--- src/rtl/sdram_port_arb.sv ---
// rtl/sdram_port_arb.sv - two-client round-robin arbiter in front of an SDRAM burst controller
//
// Ports:
//   sys_clk, sys_rst_n              clock, asynchronous active-low reset
//   cN_req/we/addr/len/wdata        client N (0,1) burst request; we/addr/len latched at grant
//   cN_gnt                          client N owns the port (GRANT, XFER, DONE)
//   cN_wnext                        current write word consumed, present the next one
//   cN_rdata/cN_rvalid              registered read word and its strobe
//   cN_done/cN_err                  one-cycle completion pulse; err marks a watchdog abort
//   sdram_wr_*/sdram_rd_*           burst request, start address and length per direction
//   sdram_din/sdram_dout            write data out / read data in
//   sdram_wr_ack/sdram_rd_ack       one pulse per word transferred
module sdram_port_arb #(
  parameter int ADDR_W = 24,
  parameter int LEN_W  = 9,
  parameter int TMO    = 255
) (
  input  logic              sys_clk,
  input  logic              sys_rst_n,
  input  logic              c0_req,
  input  logic              c0_we,
  input  logic [ADDR_W-1:0] c0_addr,
  input  logic [LEN_W-1:0]  c0_len,
  input  logic [15:0]       c0_wdata,
  output logic              c0_gnt,
  output logic              c0_wnext,
  output logic [15:0]       c0_rdata,
  output logic              c0_rvalid,
  output logic              c0_done,
  output logic              c0_err,
  input  logic              c1_req,
  input  logic              c1_we,
  input  logic [ADDR_W-1:0] c1_addr,
  input  logic [LEN_W-1:0]  c1_len,
  input  logic [15:0]       c1_wdata,
  output logic              c1_gnt,
  output logic              c1_wnext,
  output logic [15:0]       c1_rdata,
  output logic              c1_rvalid,
  output logic              c1_done,
  output logic              c1_err,
  output logic              sdram_wr_req,
  output logic              sdram_rd_req,
  output logic [ADDR_W-1:0] sdram_wr_addr,
  output logic [ADDR_W-1:0] sdram_rd_addr,
  output logic [LEN_W-1:0]  sdram_wr_burst,
  output logic [LEN_W-1:0]  sdram_rd_burst,
  output logic [15:0]       sdram_din,
  input  logic [15:0]       sdram_dout,
  input  logic              sdram_wr_ack,
  input  logic              sdram_rd_ack
);

  localparam int WD_W = (TMO < 2) ? 1 : $clog2(TMO + 1);

  typedef enum logic [1:0] {IDLE, GRANT, XFER, DONE} state_t;

  state_t            state, state_nx;
  logic              sel;       // client currently owning the port
  logic              last_gnt;  // client granted most recently; reset value 1 lets client 0 win first tie
  logic              pick;
  logic              we_q;
  logic [ADDR_W-1:0] addr_q;
  logic [LEN_W-1:0]  len_q;
  logic [LEN_W-1:0]  ack_cnt;
  logic [WD_W-1:0]   wd_cnt;
  logic              err_q;
  logic              rvalid_q;
  logic [15:0]       rdata_q;
  logic              ack;
  logic              last_ack;
  logic              wd_expire;

  assign pick      = (c0_req && c1_req) ? ~last_gnt : c1_req;
  // only the ack of the direction being transferred counts
  assign ack       = we_q ? sdram_wr_ack : sdram_rd_ack;
  assign last_ack  = ack && ((ack_cnt + LEN_W'(1)) == len_q);
  // wd_cnt holds the number of ack-less XFER cycles already elapsed
  assign wd_expire = !ack && (wd_cnt == WD_W'(TMO - 1));

  assign sdram_din = sel ? c1_wdata : c0_wdata;
  assign c0_rdata  = rdata_q;
  assign c1_rdata  = rdata_q;

  always_ff @(posedge sys_clk or negedge sys_rst_n) begin
    if (!sys_rst_n) state <= IDLE;
    else            state <= state_nx;
  end

  always_comb begin
    state_nx     = state;
    c0_gnt       = 1'b0;
    c1_gnt       = 1'b0;
    c0_wnext     = 1'b0;
    c1_wnext     = 1'b0;
    c0_done      = 1'b0;
    c1_done      = 1'b0;
    c0_err       = 1'b0;
    c1_err       = 1'b0;
    sdram_wr_req = 1'b0;
    sdram_rd_req = 1'b0;
    c0_rvalid    = rvalid_q && !sel;
    c1_rvalid    = rvalid_q && sel;
    if (state != IDLE) begin
      c0_gnt = !sel;
      c1_gnt = sel;
    end
    case (state)
      IDLE: begin
        if (c0_req || c1_req) state_nx = GRANT;
      end
      GRANT: begin
        state_nx = (len_q == '0) ? DONE : XFER;
      end
      XFER: begin
        sdram_wr_req = we_q;
        sdram_rd_req = !we_q;
        c0_wnext     = we_q && sdram_wr_ack && !sel;
        c1_wnext     = we_q && sdram_wr_ack && sel;
        if (last_ack || wd_expire) state_nx = DONE;
      end
      DONE: begin
        c0_done  = !sel;
        c1_done  = sel;
        c0_err   = err_q && !sel;
        c1_err   = err_q && sel;
        state_nx = IDLE;
      end
      default: state_nx = IDLE;
    endcase
  end

  always_ff @(posedge sys_clk or negedge sys_rst_n) begin
    if (!sys_rst_n) begin
      sel            <= 1'b0;
      last_gnt       <= 1'b1;
      we_q           <= 1'b0;
      addr_q         <= '0;
      len_q          <= '0;
      ack_cnt        <= '0;
      wd_cnt         <= '0;
      err_q          <= 1'b0;
      rvalid_q       <= 1'b0;
      rdata_q        <= '0;
      sdram_wr_addr  <= '0;
      sdram_rd_addr  <= '0;
      sdram_wr_burst <= '0;
      sdram_rd_burst <= '0;
    end else begin
      rvalid_q <= 1'b0;
      case (state)
        IDLE: begin
          if (c0_req || c1_req) begin
            sel      <= pick;
            last_gnt <= pick;
            we_q     <= pick ? c1_we   : c0_we;
            addr_q   <= pick ? c1_addr : c0_addr;
            len_q    <= pick ? c1_len  : c0_len;
            err_q    <= 1'b0;
          end
        end
        GRANT: begin
          ack_cnt <= '0;
          wd_cnt  <= '0;
          if (we_q) begin
            sdram_wr_addr  <= addr_q;
            sdram_wr_burst <= len_q;
          end else begin
            sdram_rd_addr  <= addr_q;
            sdram_rd_burst <= len_q;
          end
        end
        XFER: begin
          if (ack) begin
            ack_cnt <= ack_cnt + LEN_W'(1);
            wd_cnt  <= '0;
          end else if (wd_expire) begin
            err_q   <= 1'b1;
          end else begin
            wd_cnt  <= wd_cnt + WD_W'(1);
          end
          if (!we_q && sdram_rd_ack) begin
            rvalid_q <= 1'b1;
            rdata_q  <= sdram_dout;
          end
        end
        default: ;
      endcase
    end
  end

endmodule

--- config.mk ---
export PLATFORM = sky130hd
export DESIGN_NAME = sdram_port_arb
export DESIGN_NICKNAME = d
export VERILOG_FILES = /design/src/rtl/sdram_port_arb.sv
export SDC_FILE = /design/constraint.sdc
export NUM_CORES = 1
export LEC_CHECK = 0
export CAP_MARGIN = 20
export CORE_ASPECT_RATIO = 0.9
export CORE_MARGIN = 3
export CORE_UTILIZATION = 40
export DETAILED_ROUTE_END_ITERATION = 16
export PLACE_DENSITY = 0.74
export SLEW_MARGIN = 40
export SYNTH_ARGS = -nofsm -noshare
export SYNTH_HDL_FRONTEND = slang
export SYNTH_SLANG_ARGS = --single-unit
--- constraint.sdc ---
create_clock -name sys_clk -period 4.38 [get_ports sys_clk]
set_clock_uncertainty 0.15 [all_clocks]
set_input_delay 0.657 -clock sys_clk [delete_from_list [all_inputs] [get_ports sys_clk]]
set_output_delay 0.657 -clock sys_clk [all_outputs]
set_load 0.01 [all_outputs]
==> impl_metrics.csv <==
group,metric,value,unit
cts,cts_buffer_depth,2,
sta,rsz0062_at_grt,"false",
sta,finalCriticalPeriod,3080,ps
cts,tritoncts,"yes",
routing,num_vias,5206,
cts,clk_latency,420,ps
setup_path,cp_max_fo,10,
cts,clkSlewWorstSetupHoldPaths,60,ps
setup_path,worstPathCellList,"inv_1 -> ha_1 -> and2_1 -> nand2_1 -> nor2_1 -> clkdlybuf4s50_1",
sta,slew_headroom,57.7,%
layout,layout-drive-gt1-share,15.6,%
flow_run,cap_viol_max_count,0,
sta,setup_viol,0,
floorplanning,core_region_area,15700,µm²
logic_synthesis,synth_ff_type,"dfrtp_1",
sta,drv_slew,0,
sta,hold_viol,10,
cts,cts_resized,0,
floorplanning,num_io_pins,248,
place,dp_hpwl,13200,µm
logic_synthesis,yosysWarnings,0,
setup_path,arrival,2270,ps
setup_path,rr_startpoint,"state[0]",
logic_synthesis,syn-instance-count,582,
logic_synthesis,synth_top_cells_by_count,"dfrtp_1, nand2_1, mux2_2",
layout,fin_nets,936,
routing,wire_per_inst,17.7,µm
sta,whs,-14.2,ps
logic_synthesis,yosysMostFrequentCell,"dfrtp_1",
power_and_ir_drop,ir_worst_vdd,438,µV
layout,area_delta_synth_final,50.0,%
power_and_ir_drop,switching_power,2.28,mW
logic_synthesis,ys_ff_latch,139,
setup_path,critPathRequiredTime,3570,ps
power_and_ir_drop,intPower,4.54,mW
outcome,outcome,"finished, violations left",
place,place_ws,1430,ps
cts,cts_setup_buffers,0,
routing,drtIter0Drc,247,
layout,fillerInstances,1190,
setup_path,crit_start,"state[0]",
setup_path,crit-reg2reg-capture,"c0_rdata[4]",
global_route,grt_pass1_wl,29000,µm
setup_path,reg2reg_depth,7,
cts,htreeDepth,4,
layout,antenna_cells,0,
sta,period_share,70.3,%
cts,cts_buffers,17,
power_and_ir_drop,p_per_area,700,nW/µm²
cts,cts_root_buffer,"clkbuf_16",
power_and_ir_drop,p_seq_share,34.0,%
place,gp_congestion,0.934,
logic_synthesis,ys_seq_area_share,53.6,%
setup_path,reg2reg_slack,1750,ps
logic_synthesis,syn_nets,711,
floorplanning,fp.dieH,127,µm
cts,cts_hold_buffers,0,
floorplanning,die_area,17800,µm²
routing,ant_nets,0,
routing,drc,0,
place,io_buffers,247,
floorplanning,start_util,41.5,%
layout,final_util,62.2,%
logic_synthesis,netlist.area_leader.share,53.1,%
setup_path,cp_slowest_cell,"clkdlybuf4s50_1",
global_route,grt_pass1_vias,5606,
setup_path,cp-start-kind,"register",
logic_synthesis,yosys.cell_types.count,47,
logic_synthesis,yosys.area.top_type,"dfrtp_1",
place,place_area,9040,µm²
routing,wl,18000,µm
global_route,grt_antenna_before_repair,0,
floorplanning,row_count,43,
setup_path,criticalPathCategory,"reg2out",
routing,first_pass_iters,5,
setup_path,end_kind,"output pin",
outcome,violations,"hold timing",
power_and_ir_drop,p_leak,4.24,nW
setup_path,endpoint,"c0_wnext",
power_and_ir_drop,power_frac_comb,42.3,%
layout,fin_area,9750,µm²
sta,fin_ws,1300,ps
logic_synthesis,synth_edf_count,0,
power_and_ir_drop,sw_frac_of_total,33.4,%
place,dp.cells,989,
global_route,grt_max_degree,108,
logic_synthesis,synthTopCellsByArea,"dfrtp_1, mux2_2, nand2_1, mux2i_1, o21ai_0",
routing,viasPerCell,5.09,
logic_synthesis,syn-cell-area,6500,µm²
power_and_ir_drop,clkPwrFrac,23.7,%
logic_synthesis,ys_async_sr_fraction,100,%
global_route,track_usage,20.6,%
global_route,grt-ovfl-total,0,
sta,max_freq,325,MHz
logic_synthesis,syn_area_per_cell,11.2,µm²
layout,instances_no_fill,1022,
min_path,hold_path_class,"in2async",
sta,worstMarginPinSlew,635,ps
cts,clock_sinks,139,
sta,fin_tns_setup,0,ps
floorplanning,dieWidth,140,µm
power_and_ir_drop,total_power,6.82,mW
setup_path,cpPeakStageDelay,570,ps
[how the worst min path moves through the flow]
stage | startpoint | end | slack (ps) | cells after the start
after floorplan | sys_rst_n | ack_cnt[0] | 210 | 0
after global placement | wd_cnt[7] | wd_cnt[7] | 310 | 1
after detailed placement | addr_q[10] | addr_q[10] | 340 | 2
after CTS | sys_rst_n | sdram_rd_addr[4] | 170 | 1
after global routing | sys_rst_n | sdram_wr_addr[4] | 6 | 1
final | sys_rst_n | sdram_wr_addr[4] | -10 | 1
[per-layer routing]
metal	global-route usage (%)	routed length, µm
met4	7.12	389
met1	23.7	7000
met2	34.2	8970
met3	9.12	1690
met5	0	0
[cell usage in the layout, fill, tap and decap left out, types with 2 or more instances in the layout]
cell type	Yosys	routed
clkdlybuf4s50_1	0	246
dfrtp_1	138	137
nand2_1	106	106
mux2_2	83	83
o21ai_0	58	58
mux2i_1	36	36
clkbuf_16	0	17
nor2_1	12	12
nor2b_1	9	9
and2_1	9	9
inv_1	7	7
xnor2_1	7	7
ha_1	7	7
a21oi_1	6	6
and3_1	5	5
o31ai_1	5	5
nand4_1	5	5
bufinv_16	0	5
xor2_1	4	4
a31oi_1	4	4
buf_4	16	4
nor3_1	3	3
o311a_1	3	3
nor4_1	3	3
clkbuf_8	0	3
inv_6	0	3
or3_1	2	2
o21a_1	2	2
nand3_1	2	2
clkinvlp_4	0	2
[registers in the layout (all words and copies together), names as in the netlist]
name            cells
ack_cnt             9
addr_q             24
c0_rdata           16
err_q               1
last_gnt            1
len_q               9
rvalid_q            1
sdram_rd_addr      24
sdram_rd_burst      9
sdram_wr_addr      24
sdram_wr_burst      9
sel                 1
state               2
wd_cnt              8
we_q                1
[cell type report]
class / instances / area (µm²) / share of cell area, %
clock buffer: 20 / 467 / 4.79
clock inverter: 12 / 208 / 2.13
inverter: 8 / 30.0 / 0.308
multi-input combinational: 389 / 2770 / 28.5
sequential: 139 / 3480 / 35.7
tap: 202 / 253 / 2.59
timing repair buffer: 252 / 2530 / 26.0
[power groups by stage]
stage	Clock (mW)	Combinational, mW	Sequential [mW]
final	1.61	2.88	2.32
after global routing	1.70	3.13	2.41
after CTS	1.64	2.92	2.33
after detailed placement	0	2.90	2.34
after global placement	0	2.83	2.29
after floorplan	0	1.44	2.32
[kinds of logic after synthesis]
family	count (synthesis)	synth area share, %
fa+ha+maj	7	1.35
xor+xnor	12	1.85
mux	119	19.9
buf+inv	54	4.24
compound gates	90	8.07
flops	139	53.6
simple gates	161	11.0
[worst max-delay path: cells and delay by family, from the launching register on]
kind / cells / cell delay [ps]
buffers and inverters: 2 / 680
DFF: 1 / 430
and+or+nand+nor: 3 / 400
adders and majority gates: 1 / 350
No activity file was read; power rests on OpenSTA's default activity.
